--- config.mk ---
export PLATFORM = sky130hd
export DESIGN_NAME = shift_frame_tx
export DESIGN_NICKNAME = d
export VERILOG_FILES = /design/src/rtl/shift_frame_pkg.sv /design/src/rtl/bit_tick_counter.sv /design/src/rtl/shift_frame_tx.sv
export SDC_FILE = /design/constraint.sdc
export NUM_CORES = 1
export LEC_CHECK = 0
export ABC_AREA = 1
export CORE_AREA = 4 4 44 46
export CTS_BUF_LIST = sky130_fd_sc_hd__clkbuf_8
export DETAILED_ROUTE_END_ITERATION = 8
export DIE_AREA = 0 0 48 50
export GPL_ROUTABILITY_DRIVEN = 0
export PLACE_DENSITY = 0.76
export SLEW_MARGIN = 20
export SYNTH_ARGS = -nofsm -noshare
export SYNTH_HDL_FRONTEND = slang
export SYNTH_SLANG_ARGS = --single-unit
--- constraint.sdc ---
create_clock -name clk -period 1.8 [get_ports clk]
set_input_delay 0.36 -clock clk [delete_from_list [all_inputs] [get_ports clk]]
set_output_delay 0.36 -clock clk [all_outputs]
set_load 0.02 [all_outputs]
--- src/rtl/shift_frame_pkg.sv ---
// Shared definitions for the framed serial transmitter.
//   tx_state_t  : transmitter FSM states
//   LINE_*      : serial line levels for idle, start and stop bits
package shift_frame_pkg;

   typedef enum logic [2:0] {
      IDLE,
      START,
      DATA,
      PARITY,
      STOP
   } tx_state_t;

   localparam logic LINE_IDLE  = 1'b1;
   localparam logic LINE_START = 1'b0;
   localparam logic LINE_STOP  = 1'b1;

endpackage

--- src/rtl/bit_tick_counter.sv ---
// Bit-period timer for the serial transmitter.
//   clk   : clock
//   rst   : synchronous active-high reset
//   clear : restart the bit period (loads CLKS_PER_BIT-1)
//   tick  : high on the last cycle of each bit period
module bit_tick_counter #(
   parameter int CLKS_PER_BIT = 1
) (
   input  logic clk,
   input  logic rst,
   input  logic clear,
   output logic tick
);

   localparam int TW = (CLKS_PER_BIT > 1) ? $clog2(CLKS_PER_BIT) : 1;
   localparam logic [TW-1:0] RELOAD = TW'(CLKS_PER_BIT - 1);

   logic [TW-1:0] cnt_reg;

   // Counts down; wrapping back to RELOAD on the tick keeps consecutive
   // bit periods the same length even without an explicit clear.
   always_ff @(posedge clk) begin
      if (rst)
         cnt_reg <= '0;
      else if (clear || (cnt_reg == '0))
         cnt_reg <= RELOAD;
      else
         cnt_reg <= cnt_reg - 1'b1;
   end

   assign tick = (cnt_reg == '0);

endmodule

--- src/rtl/shift_frame_tx.sv ---
// Framed serial transmitter: start bit, N data bits (LSB- or MSB-first),
// optional parity bit, stop bit; each bit held CLKS_PER_BIT clocks.
//   clk, rst   : clock, synchronous active-high reset
//   in_valid   : word presented on in_data
//   in_ready   : high in IDLE, word accepted on in_valid && in_ready
//   in_data    : parallel word (sampled only on accept)
//   lsb_first  : bit order (sampled only on accept)
//   so         : serial line, idle high (registered)
//   busy       : frame in progress (registered)
//   frame_done : one-cycle pulse in the first IDLE cycle after a frame
module shift_frame_tx
   import shift_frame_pkg::*;
#(
   parameter int N            = 4,
   parameter int CLKS_PER_BIT = 1,
   parameter int PARITY_EN    = 1,
   parameter int PARITY_ODD   = 0
) (
   input  logic         clk,
   input  logic         rst,
   input  logic         in_valid,
   output logic         in_ready,
   input  logic [N-1:0] in_data,
   input  logic         lsb_first,
   output logic         so,
   output logic         busy,
   output logic         frame_done
);

   localparam int BW = (N > 2) ? $clog2(N) : 1;
   localparam logic [BW-1:0] LAST_BIT = BW'(N - 1);

   tx_state_t     state_reg, state_next;
   logic [N-1:0]  shift_reg, shift_next;
   logic [BW-1:0] bit_cnt_reg, bit_cnt_next;
   logic          lsb_reg, lsb_next;
   logic          parity_reg, parity_next;
   logic          so_reg, so_next;
   logic          busy_reg, busy_next;
   logic          done_reg, done_next;
   logic          accept;
   logic          tick;
   logic          tick_clear;

   // Restart the bit period whenever a new frame begins or the state moves.
   assign tick_clear = accept || (state_next != state_reg);

   bit_tick_counter #(
      .CLKS_PER_BIT(CLKS_PER_BIT)
   ) u_tick (
      .clk  (clk),
      .rst  (rst),
      .clear(tick_clear),
      .tick (tick)
   );

   always_ff @(posedge clk) begin
      if (rst) begin
         state_reg   <= IDLE;
         shift_reg   <= '0;
         bit_cnt_reg <= '0;
         lsb_reg     <= 1'b0;
         parity_reg  <= 1'b0;
         so_reg      <= LINE_IDLE;
         busy_reg    <= 1'b0;
         done_reg    <= 1'b0;
      end else begin
         state_reg   <= state_next;
         shift_reg   <= shift_next;
         bit_cnt_reg <= bit_cnt_next;
         lsb_reg     <= lsb_next;
         parity_reg  <= parity_next;
         so_reg      <= so_next;
         busy_reg    <= busy_next;
         done_reg    <= done_next;
      end
   end

   always_comb begin
      state_next   = state_reg;
      shift_next   = shift_reg;
      bit_cnt_next = bit_cnt_reg;
      lsb_next     = lsb_reg;
      parity_next  = parity_reg;
      accept       = 1'b0;

      case (state_reg)
         IDLE: begin
            if (in_valid) begin
               accept       = 1'b1;
               shift_next   = in_data;
               lsb_next     = lsb_first;
               parity_next  = (PARITY_ODD != 0) ? ~^in_data : ^in_data;
               bit_cnt_next = '0;
               state_next   = START;
            end
         end
         START: begin
            if (tick) state_next = DATA;
         end
         DATA: begin
            if (tick) begin
               shift_next = lsb_reg ? (shift_reg >> 1) : (shift_reg << 1);
               if (bit_cnt_reg == LAST_BIT) begin
                  bit_cnt_next = '0;
                  state_next   = (PARITY_EN != 0) ? PARITY : STOP;
               end else begin
                  bit_cnt_next = bit_cnt_reg + 1'b1;
               end
            end
         end
         PARITY: begin
            if (tick) state_next = STOP;
         end
         STOP: begin
            if (tick) state_next = IDLE;
         end
         default: state_next = IDLE;
      endcase
   end

   // Outputs are registered, so the line level is derived from where the
   // FSM is heading; it then lines up exactly with the state register.
   always_comb begin
      so_next = LINE_IDLE;
      case (state_next)
         IDLE:    so_next = LINE_IDLE;
         START:   so_next = LINE_START;
         DATA:    so_next = lsb_next ? shift_next[0] : shift_next[N-1];
         PARITY:  so_next = parity_next;
         STOP:    so_next = LINE_STOP;
         default: so_next = LINE_IDLE;
      endcase
      busy_next = (state_next != IDLE);
      done_next = (state_reg == STOP) && (state_next == IDLE);
   end

   assign in_ready   = (state_reg == IDLE);
   assign so         = so_reg;
   assign busy       = busy_reg;
   assign frame_done = done_reg;

endmodule

# Yosys cells after proc, flatten, opt, wreduce, memory -nomap -nowiden
# Cells that the tools add are included.
word_totals:
  register_bits: 15
  inputBits: 8
  out_inout_bits: 4
classes:
  n_addsub: 2
  n_eq_ne: 11
  mux: 23
  bitwise_logic: 1
  reduce_logical: 10
op_table:
  columns: ["op", "count"]
  rows:
  - ["2-to-1 mux 3 bit", 6]
  - ["one-hot mux 3 bit (5 select lines)", 1]
  - ["equality test 3 x 2 -> 1 bit, second input constant", 4]
  - ["2-to-1 mux 4 bit", 3]
  - ["one-hot mux 4 bit (2 select lines)", 1]
  - ["2-to-1 mux 1 bit", 7]
  - ["equality test 3 x 1 -> 1 bit, second input constant", 2]
  - ["zero test 3 bit", 2]
  - ["2-to-1 mux 2 bit", 3]
  - ["!= test 2 bit, second input constant", 2]
  - ["one-hot mux 2 bit (2 select lines)", 1]
  - ["parity 4 bit", 1]
  - ["equality test 3 bit, second input constant", 1]
  - ["!= test 3 bit", 1]
  - ["one-hot mux 1 bit (3 select lines)", 1]
  - ["AND reduction 3 bit", 1]
  - ["nonzero test 3 bit", 1]
  - ["adder 2 x 1 -> 2 bit, second input constant", 1]
  - ["equality test 2 bit, second input constant", 1]
  - ["logical OR 1 bit", 2]
  - ["nonzero test 2 bit", 1]
  - ["OR reduction 2 bit", 1]
  - ["logical AND 1 bit", 1]
  - ["inverter 1 bit", 1]
  - ["subtractor 1 bit, second input constant", 1]

# Longest topological paths before layout
# Gate-level depths: netlist (run 1).
depth:
  ltp_word: 8
  ltp_mapped: 8
  mapped_depth_nobuf: 8

# Hierarchy
# A second synthesis (run 1) with hierarchy kept.
unflattened:
  cells_unflattened: 113
  area_unflattened_um2: 774.5
by_module_without_submodules:
  columns: ["mod", "instances", "cells_per_inst", "area_each_um2", "seq_area_each_um2"]
  rows:
  - ["shift_frame_tx", 1, 110, 747.0, 280.3]
  - ["bit_tick_counter", 1, 3, 27.5, 20.0]

# Least setup slack after synthesis (run 1)
# OpenSTA, ideal clock, no wires.
synth_timing:
  kind: "register to register"
  startpoint: "reg state_reg[0]"
  endpoint: "reg so_reg (netlist: so)"
  setup_time_ns: 0.120
  arrival_time_ns: 1.011
  path_slack_ns: 0.669
  path_stages_with_launch: 7
  path_buffers: 0
  period_less_slack_ns: 1.131
  cell_sequence: "dfxtp_1 -> nor2_4 -> nand3_4 -> nand3_1 -> nor2_1 -> nor2_1 -> nand3_1"
synth_via:
  elab_chain_len: 5
  word_cells_on_any_way: 20
  cone_classes: "eq/ne: 7; mux: 12; reduce/logical: 1"
synth_lines:
  columns: ["element", "line", "text"]
  rows:
  - ["from (decl)", "shift_frame_tx.sv:33", "tx_state_t state_reg, state_next;"]
  - ["from (signal assigned)", "shift_frame_tx.sv:68", "state_reg <= state_next;"]
  - ["2-to-1 mux 3 bit", "shift_frame_tx.sv:104", "if (bit_cnt_reg == LAST_BIT) begin"]
  - ["2-to-1 mux 3 bit", "shift_frame_tx.sv:102", "if (tick) begin"]
  - ["one-hot mux 3 bit (5 select lines)", "shift_frame_tx.sv:87", "case (state_reg)"]
  - ["equality test 3 x 2 -> 1 bit / equality test 3 x 1 -> 1 bit (equally long branches)", "shift_frame_tx.sv:126", "case (state_next)"]
  - ["one-hot mux 1 bit (3 select lines) (*)", "shift_frame_tx.sv:126", null]
  - ["to (signal assigned)", "shift_frame_tx.sv:73", "so_reg <= so_next;"]
  - ["to (decl)", "shift_frame_tx.sv:38", "logic so_reg, so_next;"]
# Every way passes the cells marked *; elsewhere a longest branch is shown, timed or not.
# A chain may end at the register's enable or synchronous reset.

# Worst setup path after layout (run 1)
layout_timing:
  startpoint: "reg state_reg[0]"
  endpoint: "out in_ready"
layout_via:
  elab_chain_len: 1
layout_lines:
  columns: ["element", "line", "text"]
  rows:
  - ["zero test 3 bit", "shift_frame_tx.sv:138", "assign in_ready = (state_reg == IDLE);"]
  - ["to (decl)", "shift_frame_tx.sv:22", "output logic in_ready,"]
# Every way passes these cells.

==> results by group, run 1 <==
Yosys
  – Syn Area/Cell: around 7 um2
  – YS warnings: 0
  – Post-Syn Nets: about 120
  – Unique masters post-synth: 21
  – Syn Std Cell Area: approximately 770 um2
  – Seq/Total Area, Yosys: 0.392
  – Post-synthesis register bit count: 15
  – Synthesized instance count: 110

Finish
  – NumNets Final: 135
  – # diodes: 0
  – Fillers: around 130
  – Register area: between 300 and 400 um2
  – Max reg flops: 4
  – Share of cells above drive strength 1: 0.0800
  – Final cell count without fillers: roughly 140
  – Area delta synth->final: 23.3%
  – Footprint of the multi-input gates: around 400 um2

Worst hold path
  – HP Start: shift_reg[1]
  – Hold endpoint: shift_reg[1]
  – Hold Crit Class: reg -> reg
  – Hold Path Depth: 2

Route
  – DRT Pass-1 Iters: 5
  – Vias: between 700 and 800
  – Post-DRT Antenna Nets: 0
  – Initial drt markers: 5
  – # DRC: 0
  – Total Routed Length: 1460 um
  – Routed vias/inst: 4.98
  – DR WL/cell: roughly 10 um

Global routing
  – Largest net degree at the start of global routing: 10
  – Global-route wire length before repair: 2500 um
  – GRT Resource Usage Total: 0.143
  – Vias in the first global route: ~650
  – Initial antenna violation count: 0
  – GR Overflow Total: 0

STA
  – Final Critical Period: roughly 1.6 ns
  – RSZ-0062 raised after global routing: no
  – Final setup skew: roughly 0.0033 ns
  – Final setup viols: 0
  – Final hold vios: 0
  – Period utilization: 0.901
  – Fmax: 0.616 GHz
  – Fin. max-slew vios: 0
  – Final setup TNS: 0 ns

Die
  – Starting Density: 0.509
  – Die width: about 48 um
  – Core ar.: ~1500 um2
  – Rows: 14
  – Die area: about 2400 um2
  – Height of the die: 50 um
  – Io pins: 12

Clock network
  – Num CTS Buffers: 3
  – Clock sink count: 15
  – H-tree depth: 1
  – Clk buf depth: 2
  – CTS clk-pin slew, worst paths: 0.06 ns
  – TritonCTS clock tree: built
  – Clock latency on the worst-skew pair: about 0.24 ns
  – Clock Root Buffer: clkbuf_8

Power
  – PwrDens: between 800 and 900 nW/um2
  – VDD IR max: ~0.48 mV
  – Leakage: between 0.0004 and 0.0005 uW

Setup path
  – Setup crit end kind: primary output
  – Reg-to-reg slack, setup: between 0.5 and 0.6 ns
  – Depth of the most critical reg-to-reg path: 6
  – Critical path class: reg -> out
  – RR Endpoint: so
  – Crit path DAT: between 1 and 1.5 ns
  – Crit path max fanout: 6
  – CP Launch Type: flip-flop
  – RR Startpoint: state_reg[0]
  – Critical path data required time: approximately 1.4 ns

Run
  – Max cap viols: 0

Place
  – Dpl hpwl: around 1200 um
  – IO Port Bufs: 11
  – Post-Place Cells: roughly 140

Status
  – Outcome: finished clean
-- metrics by stage --
stage	setup slack [ns]	total power (uW)	util	instance area (um2)	hold WS [ns]
after floorplan	0.669	496	-	767	0.456
after global placement	0.194	551	0.598	901	0.475
after detailed placement	0.180	556	0.598	901	0.485
after CTS	0.169	821	0.628	946	0.490
after global routing	0.0828	867	0.628	946	0.530
final	0.178	810	0.628	946	0.484
-- synth_stat cells, drive strengths merged --
cell,n,area [um2]
nor2,19,78.8
clkbuf,1,3.75
nand3b,1,7.51
dfxtp,15,300
nand4,4,25.0
conb,1,3.75
xor2,2,17.5
ha,1,12.5
nor3,1,5.00
xnor2,2,17.5
a21oi,10,50.1
or2,1,6.26
nand2,18,67.6
mux2i,1,10.0
inv,17,63.8
nand3,12,77.6
o21ai,4,20.0
-- final cells by class --
class | instances | area share
Inverter | 17 | 0.0675
Clock buffer | 3 | 0.0437
Clock inverter | 1 | 0.00529
Multi-Input combinational cell | 77 | 0.422
Sequential cell | 15 | 0.317
Timing Repair Buffer | 12 | 0.123
Tap cell | 16 | 0.0212
-- cells by family (layout without fill, tap and decap cells) --
family | Yosys count | count (layout) | synth area share
fa+ha+maj | 1 | 1 | 0.0163
simple gates | 56 | 56 | 0.349
mux | 1 | 1 | 0.0131
flops | 15 | 15 | 0.392
buf+inv | 18 | 33 | 0.0881
xor+xnor | 4 | 4 | 0.0457
compound gates | 14 | 14 | 0.0914
other cells | 1 | 1 | 0.00489
-- critical path: stages, from the launching register on --
cell	delay, ns
dfxtp_1	0.36
nor2_4	0.21
nand2_1	0.07
inv_1	0.05
dlygate4sd2_1	0.32
-- how the worst max path moves through the flow --
stage	from	end	slack [ns]	cells past startpoint
floorplan	state_reg[0]	so	0.67	6
global placement	state_reg[0]	in_ready	0.19	4
detailed placement	state_reg[0]	in_ready	0.18	4
CTS	state_reg[0]	in_ready	0.17	4
global route	state_reg[2]	in_ready	0.08	4
finish	state_reg[0]	in_ready	0.18	4
-- cell usage in the layout (no fill, tap or decap), types with 3 or more instances in the layout --
master,Yosys,routed
nand2_1,18,18
o21ai_0,4,4
clkdlybuf4s50_1,0,10
nand4_1,4,4
inv_1,15,15
a21oi_1,10,10
nand3_1,10,10
nor2_1,18,18
clkbuf_8,0,3
dfxtp_1,15,15
-- what timing repair did --
| item | in CTS | in global routing |
|---|---|---|
| resized for setup | 1 | 0 |
| endpoints found under the setup margin | 1 | 0 |
| hold buffers | 0 | 0 |
| hold endpoints to repair | 0 | 0 |
| buffers inserted | 0 | 0 |
-- per-layer routing --
layer  global-route usage  part of all wire
met5                    0                 0
met4               0.0717             0.023
met3               0.0400             0.059
met2                0.200              0.45
met1                0.193              0.47
-- where the power goes --
part / total (uW) / internal [uW] / switching [uW]
combinational: 170 / 74.0 / 95.5
clock: 264 / 153 / 111
sequential: 376 / 358 / 18.0
Note: power is estimated with default switching activity, not from simulation.
==> inputs of run 2 (changes only) <==
--- a/config.mk
+++ b/config.mk
@@ -11,7 +11,7 @@
 export DETAILED_ROUTE_END_ITERATION = 8
 export DIE_AREA = 0 0 48 50
 export GPL_ROUTABILITY_DRIVEN = 0
-export PLACE_DENSITY = 0.76
+export PLACE_DENSITY_LB_ADDON = 0.2
 export SLEW_MARGIN = 20
 export SYNTH_ARGS = -nofsm -noshare
 export SYNTH_HDL_FRONTEND = slang
==> constraint.sdc (replaced) <==
create_clock -name clk -period 1.8 [get_ports clk]
set_input_delay 0.54 -clock clk [delete_from_list [all_inputs] [get_ports clk]]
set_output_delay 0.54 -clock clk [all_outputs]
set_load 0.02 [all_outputs]
==> results by group, run 2 (same netlist as run 1, synthesis figures left out) <==
Finish
  – Area delta synth->final: 27.1%
  – NumNets Final: 139 (+3.0%)
  – Fillers: 131 (-1.5%)
  – Share of cells above drive strength 1: 0.101 (+0.0208)
  – Commonest non-fill, non-tap cells in the layout: nand2_1, nor2_1, inv_1
  – # diodes: 0 (unchanged)
  – Final cell count without fillers: 145 (+2.8%)
  – Final instance area: 975 um2 (+3.0%)
  – Max reg flops: 4 (unchanged)

Worst hold path
  – HP Start: shift_reg[1]
  – Hold endpoint: shift_reg[1]
  – Hold Crit Class: reg -> reg
  – Hold Path Depth: 2 (unchanged)

Route
  – Initial drt markers: 24 (+19)
  – Vias: 752 (+7.1%)
  – DR WL/cell: 10.1 um (-2.6%)
  – Post-DRT Antenna Nets: 0 (unchanged)
  – # DRC: 0 (unchanged)
  – Routed vias/inst: 5.19 (+4.2%)
  – DRT Pass-1 Iters: 4 (-1)
  – Total Routed Length: 1460 um (+0.21%)

Place
  – IO Port Bufs: 11 (unchanged)
  – Post-Place Cells: 141 (+2.9%)
  – Dpl hpwl: 1150 um (-0.10%)
  – Placed Area: 931 um2 (+3.3%)

Die
  – Height of the die: 50 um (unchanged)
  – Die width: 48 um (unchanged)
  – Die area: 2400 um2 (unchanged)
  – Rows: 14 (unchanged)
  – Starting Density: 0.509 (unchanged)
  – Io pins: 12 (unchanged)
  – Core ar.: 1510 um2 (unchanged)

Global routing
  – GRT Resource Usage Total: 0.145 (+0.00217)
  – GR Overflow Total: 0 (unchanged)
  – Met2 Use GR: 0.225 (+0.0242)
  – GR Util met3: 0.0327 (-0.00727)
  – Global routing usage on met1: 0.172 (-0.0214)
  – Grt peak-use layer: met2
  – Largest net degree at the start of global routing: 10 (unchanged)
  – Global-route wire length before repair: 2480 um (-0.80%)
  – Initial antenna violation count: 0 (unchanged)
  – Vias in the first global route: 636 (-2.6%)

Setup path
  – CP Launch Type: flip-flop
  – Setup crit end kind: primary output
  – RR Endpoint: so
  – Critical path class: reg -> out
  – Reg-to-reg slack, setup: 0.50 ns (about the same)
  – Critical path data required time: 1.26 ns (-0.18 ns)
  – Crit path DAT: 1.16 ns (-0.10 ns)
  – Depth of the most critical reg-to-reg path: 7 (+1)
  – RR Startpoint: state_reg[0]
  – Crit path max fanout: 5 (-1)

Power
  – Seq pwr share: 0.463 (-0.002)
  – VDD IR max: 0.557 mV (+15%)
  – Leakage: 0.000462 uW (+4.7%)
  – Combinational Power Share: 0.219 (+0.010)
  – NetSw: 221 uW (-1.6%)
  – Clock share of power: 0.318 (-0.008)
  – Int Power: 590 uW (+0.73%)
  – Switching power share of the total: 0.273 (-0.00469)
  – PwrDens: 832 nW/um2 (-2.9%)

STA
  – Fmax: 0.588 GHz (-4.7%)
  – Period utilization: 0.945 (+0.0442)
  – Final setup TNS: 0 ns (unchanged)
  – Final setup viols: 0 (unchanged)
  – Fin. max-slew vios: 0 (unchanged)
  – Final Critical Period: 1.70 ns (+0.0795 ns)
  – Final setup skew: 0.00128 ns (-0.00205 ns)
  – Final hold vios: 0 (unchanged)
  – RSZ-0062 raised after global routing: no

Clock network
  – # Post-CTS Setup Buffers: 0 (unchanged)
  – Clock Root Buffer: clkbuf_8
  – H-tree depth: 1 (unchanged)
  – Clock sink count: 15 (unchanged)
  – Num CTS Buffers: 3 (unchanged)
  – Cts hold-fix bufs: 0 (unchanged)
  – CTS clk-pin slew, worst paths: 0.06 ns (about the same)
  – TritonCTS clock tree: built
  – Clk buf depth: 2 (unchanged)
  – Clock latency on the worst-skew pair: 0.24 ns (about the same)

Run
  – Max cap viols: 0 (unchanged)

Status
  – Outcome: finished clean
run 2: power groups by stage:
stage / combinational [uW] / clock [uW] / sequential, uW
after global routing: 202 / 277 / 378
final: 178 / 258 / 375
after detailed placement: 182 / 0 / 382
after floorplan: 108 / 0 / 388
after CTS: 180 / 264 / 375
after global placement: 178 / 0 / 381
run 2: layout make-up:
type / count / area [um2] / area share
multi-input cells: 77 / 399 / 0.409
flip-flops and latches: 15 / 300 / 0.308
repair buffers: 16 / 146 / 0.150
inverters: 17 / 63.8 / 0.0655
clock buffers: 3 / 41.3 / 0.0424
well taps: 16 / 20.0 / 0.0205
clock inverters: 1 / 3.75 / 0.00385
run 2: per-stage QoR:
stage / utilization / setup WS (ns) / power [uW] / hold WS (ns)
after floorplan: - / 0.528 / 496 / 0.456
after global placement: 0.618 / 0.0770 / 559 / 0.474
after detailed placement: 0.618 / 0.0602 / 564 / 0.485
after CTS: 0.647 / 0.0715 / 820 / 0.493
after global routing: 0.647 / 0.0330 / 857 / 0.537
final: 0.647 / 0.0981 / 811 / 0.493
run 2: what timing repair did:
item / 4_1_cts / 5_1_grt
hold endpoints to repair: 0 / 0
setup endpoints to repair: 1 / 0
gates resized for setup: 1 / 0
run 2: metal layers:
metal	part of all wire	routed length (um)
met1	0.44	645
met2	0.46	668
met3	0.073	106
met5	0	0
met4	0.026	38
run 2: worst max-delay path, stage by stage (launching register included):
cell,delay (ns)
dfxtp_1,0.36
nor2_4,0.13
nand2_1,0.06
inv_1,0.04
dlygate4sd2_1,0.32
run 2: how the worst max path moves through the flow:
stage / start / endpoint / cells after the start
6_report: state_reg[0] / in_ready / 4
3_5_place_dp: in_valid / so / 8
4_1_cts: state_reg[0] / in_ready / 4
5_1_grt: state_reg[0] / in_ready / 4
3_3_place_gp: in_valid / so / 8
2_1_floorplan: state_reg[0] / in_ready / 3
==> inputs of run 3 (changes only) <==
--- a/config.mk
+++ b/config.mk
@@ -6,10 +6,11 @@
 export NUM_CORES = 1
 export LEC_CHECK = 0
 export ABC_AREA = 1
-export CORE_AREA = 4 4 44 46
+export CAP_MARGIN = 20
+export CORE_AREA = 2 2 42 44
 export CTS_BUF_LIST = sky130_fd_sc_hd__clkbuf_8
 export DETAILED_ROUTE_END_ITERATION = 8
-export DIE_AREA = 0 0 48 50
+export DIE_AREA = 0 0 44 46
 export GPL_ROUTABILITY_DRIVEN = 0
 export PLACE_DENSITY_LB_ADDON = 0.2
 export SLEW_MARGIN = 20
==> results by group, run 3 (same netlist as run 1, synthesis figures left out) <==
Route
  – Post-DRT Antenna Nets: 0 (unchanged)
  – Routed vias/inst: 5.06 (-2.4%)
  – WL met3: 65 um (-39%)
  – Vias: 734 (-2.4%)
  – Top routing layer used: met4
  – DRT Pass-1 Iters: 4 (unchanged)
  – Met1 WL: 691 um (+7.1%)
  – DR WL/cell: 10.7 um (+6.5%)
  – # DRC: 0 (unchanged)
  – Initial drt markers: 11 (-54%)
  – WL met2: 774 um (+16%)
  – Total Routed Length: 1550 um (+6.5%)

Die
  – Starting Density: 0.475 (-0.0339)
  – Die width: 44 um (-8.3%)
  – Die area: 2020 um2 (-16%)
  – Io pins: 12 (unchanged)
  – Rows: 15 (+1)
  – Core ar.: 1610 um2 (+7.1%)
  – Height of the die: 46 um (-8.0%)

Power
  – Final Power: 822 uW (+1.3%)
  – NetSw: 232 uW (+4.8%)
  – Clock share of power: 0.328 (+0.010)
  – Combinational Power Share: 0.216 (-0.003)
  – PwrDens: 847 nW/um2 (+1.9%)
  – Switching power share of the total: 0.282 (+0.00920)
  – VDD IR max: 0.584 mV (+5.0%)
  – Leakage: 0.000456 uW (-1.2%)
  – Int Power: 590 uW (about the same)
  – Seq pwr share: 0.456 (-0.007)

Finish
  – Share of cells above drive strength 1: 0.102 (+0.000787)
  – Fillers: 148 (+13%)
  – Footprint of the multi-input gates: 399 um2 (unchanged)
  – # diodes: 0 (unchanged)
  – Post-layout util: 0.601 (-0.0462)
  – Commonest non-fill, non-tap cells in the layout: nand2_1, nor2_1, inv_1, dfxtp_1
  – NumNets Final: 138 (-0.72%)
  – Register area: 300 um2 (unchanged)
  – Max reg flops: 4 (unchanged)
  – Area delta synth->final: 26.4%

Place
  – IO Port Bufs: 11 (unchanged)
  – Dpl hpwl: 1210 um (+5.0%)

STA
  – Fin. max-slew vios: 0 (unchanged)
  – Period utilization: 0.945 (about the same)
  – Final setup viols: 0 (unchanged)
  – Final Critical Period: 1.70 ns (-0.000925 ns)
  – Worst hold slack: 0.496 ns (+0.00279 ns)
  – Fmax: 0.588 GHz (about the same)
  – RSZ-0062 raised after global routing: no
  – Final setup TNS: 0 ns (unchanged)
  – Final setup skew: 0.00241 ns (+0.00112 ns)
  – Final hold vios: 0 (unchanged)

Setup path
  – Critical path data required time: 1.26 ns (about the same)
  – Largest stage delay, worst path: 0.37 ns (about the same)
  – Critical path, cell by cell: nor2_4 > nand2_1 > inv_1 > dlygate4sd2_1
  – Crit path DAT: 1.16 ns (about the same)
  – Crit path max fanout: 5 (unchanged)
  – Setup crit end kind: primary output
  – RR Startpoint: state_reg[0]
  – CP Launch Type: flip-flop
  – CP startpoint: state_reg[0]
  – Crit path max-delay cell type: dfxtp_1
  – Critical path class: reg -> out

Clock network
  – Clock latency on the worst-skew pair: 0.24 ns (about the same)
  – Clock sink count: 15 (unchanged)
  – Clk buf depth: 2 (unchanged)
  – H-tree depth: 1 (unchanged)
  – Num CTS Buffers: 3 (unchanged)
  – TritonCTS clock tree: built
  – CTS clk-pin slew, worst paths: 0.06 ns (about the same)
  – Clock Root Buffer: clkbuf_8
  – # Post-CTS Setup Buffers: 0 (unchanged)

Status
  – Outcome: finished clean

Global routing
  – Initial antenna violation count: 0 (unchanged)
  – Global-route wire length before repair: 2680 um (+8.4%)
  – Largest net degree at the start of global routing: 10 (unchanged)
  – Vias in the first global route: 668 (+5.0%)
  – GR Overflow Total: 0 (unchanged)
  – GRT Resource Usage Total: 0.183 (+0.0380)

Worst hold path
  – Hold Crit Class: reg -> reg
  – HP Start: shift_reg[1]

Run
  – Max cap viols: 0 (unchanged)
run 3: changes by cell type in the layout (fill, tap and decap cells not counted):
cell      previous run  this run
clkinv_2             0         1
inv_1               16        15
buf_4                5         4
run 3: timing repair:
action                                 in CTS  in global routing
hold buffers                                0                  0
setup endpoints to repair                   1                  0
endpoints found under the hold margin       0                  0
resized for setup                           1                  0
run 3: final cells by class:
cell class | instances | share of cell area
clock buffers | 3 | 0.0426
clock inverters | 1 | 0.00516
inverters | 17 | 0.0658
multi-input cells | 77 | 0.412
flip-flops and latches | 15 | 0.310
well taps | 17 | 0.0219
repair buffers | 15 | 0.143
run 3: worst max-delay path, delay by kind of cell, from the launching register on:
family	cells	cell delay, ns
flip-flops	1	0.37
buffers and inverters	2	0.36
AND/OR/NAND/NOR	2	0.18
run 3: stage by stage:
step / instance area (um2) / std cells / setup slack [ns]
floorplan: 767 / 110 / 0.528
global placement: 925 / 141 / 0.0711
detailed placement: 925 / 141 / 0.0568
CTS: 970 / 145 / 0.0866
global route: 970 / 145 / 0.0502
finish: 970 / 145 / 0.0990
run 3: power by group through the flow:
stage          Combinational, uW  Clock [uW]  Sequential (uW)
2_1_floorplan                108           0              388
3_3_place_gp                 177           0              381
3_5_place_dp                 180           0              382
4_1_cts                      179         279              375
5_1_grt                      202         296              377
6_report                     178         270              375
run 3: path summary, 6_finish.rpt:
path,end,depth (start not counted),slack (ns)
worst min register to register,shift_reg[1],2,0.50
worst max register to register,so,8,0.45
worst max-delay path,in_ready,4,0.1
worst min-delay path,shift_reg[1],2,0.50
run 3: metal layers:
layer,track usage,vias up
met4,0.0909,0
met2,0.324,12
li1,-,387
met1,0.210,333
met3,0.0357,2
met5,0,-
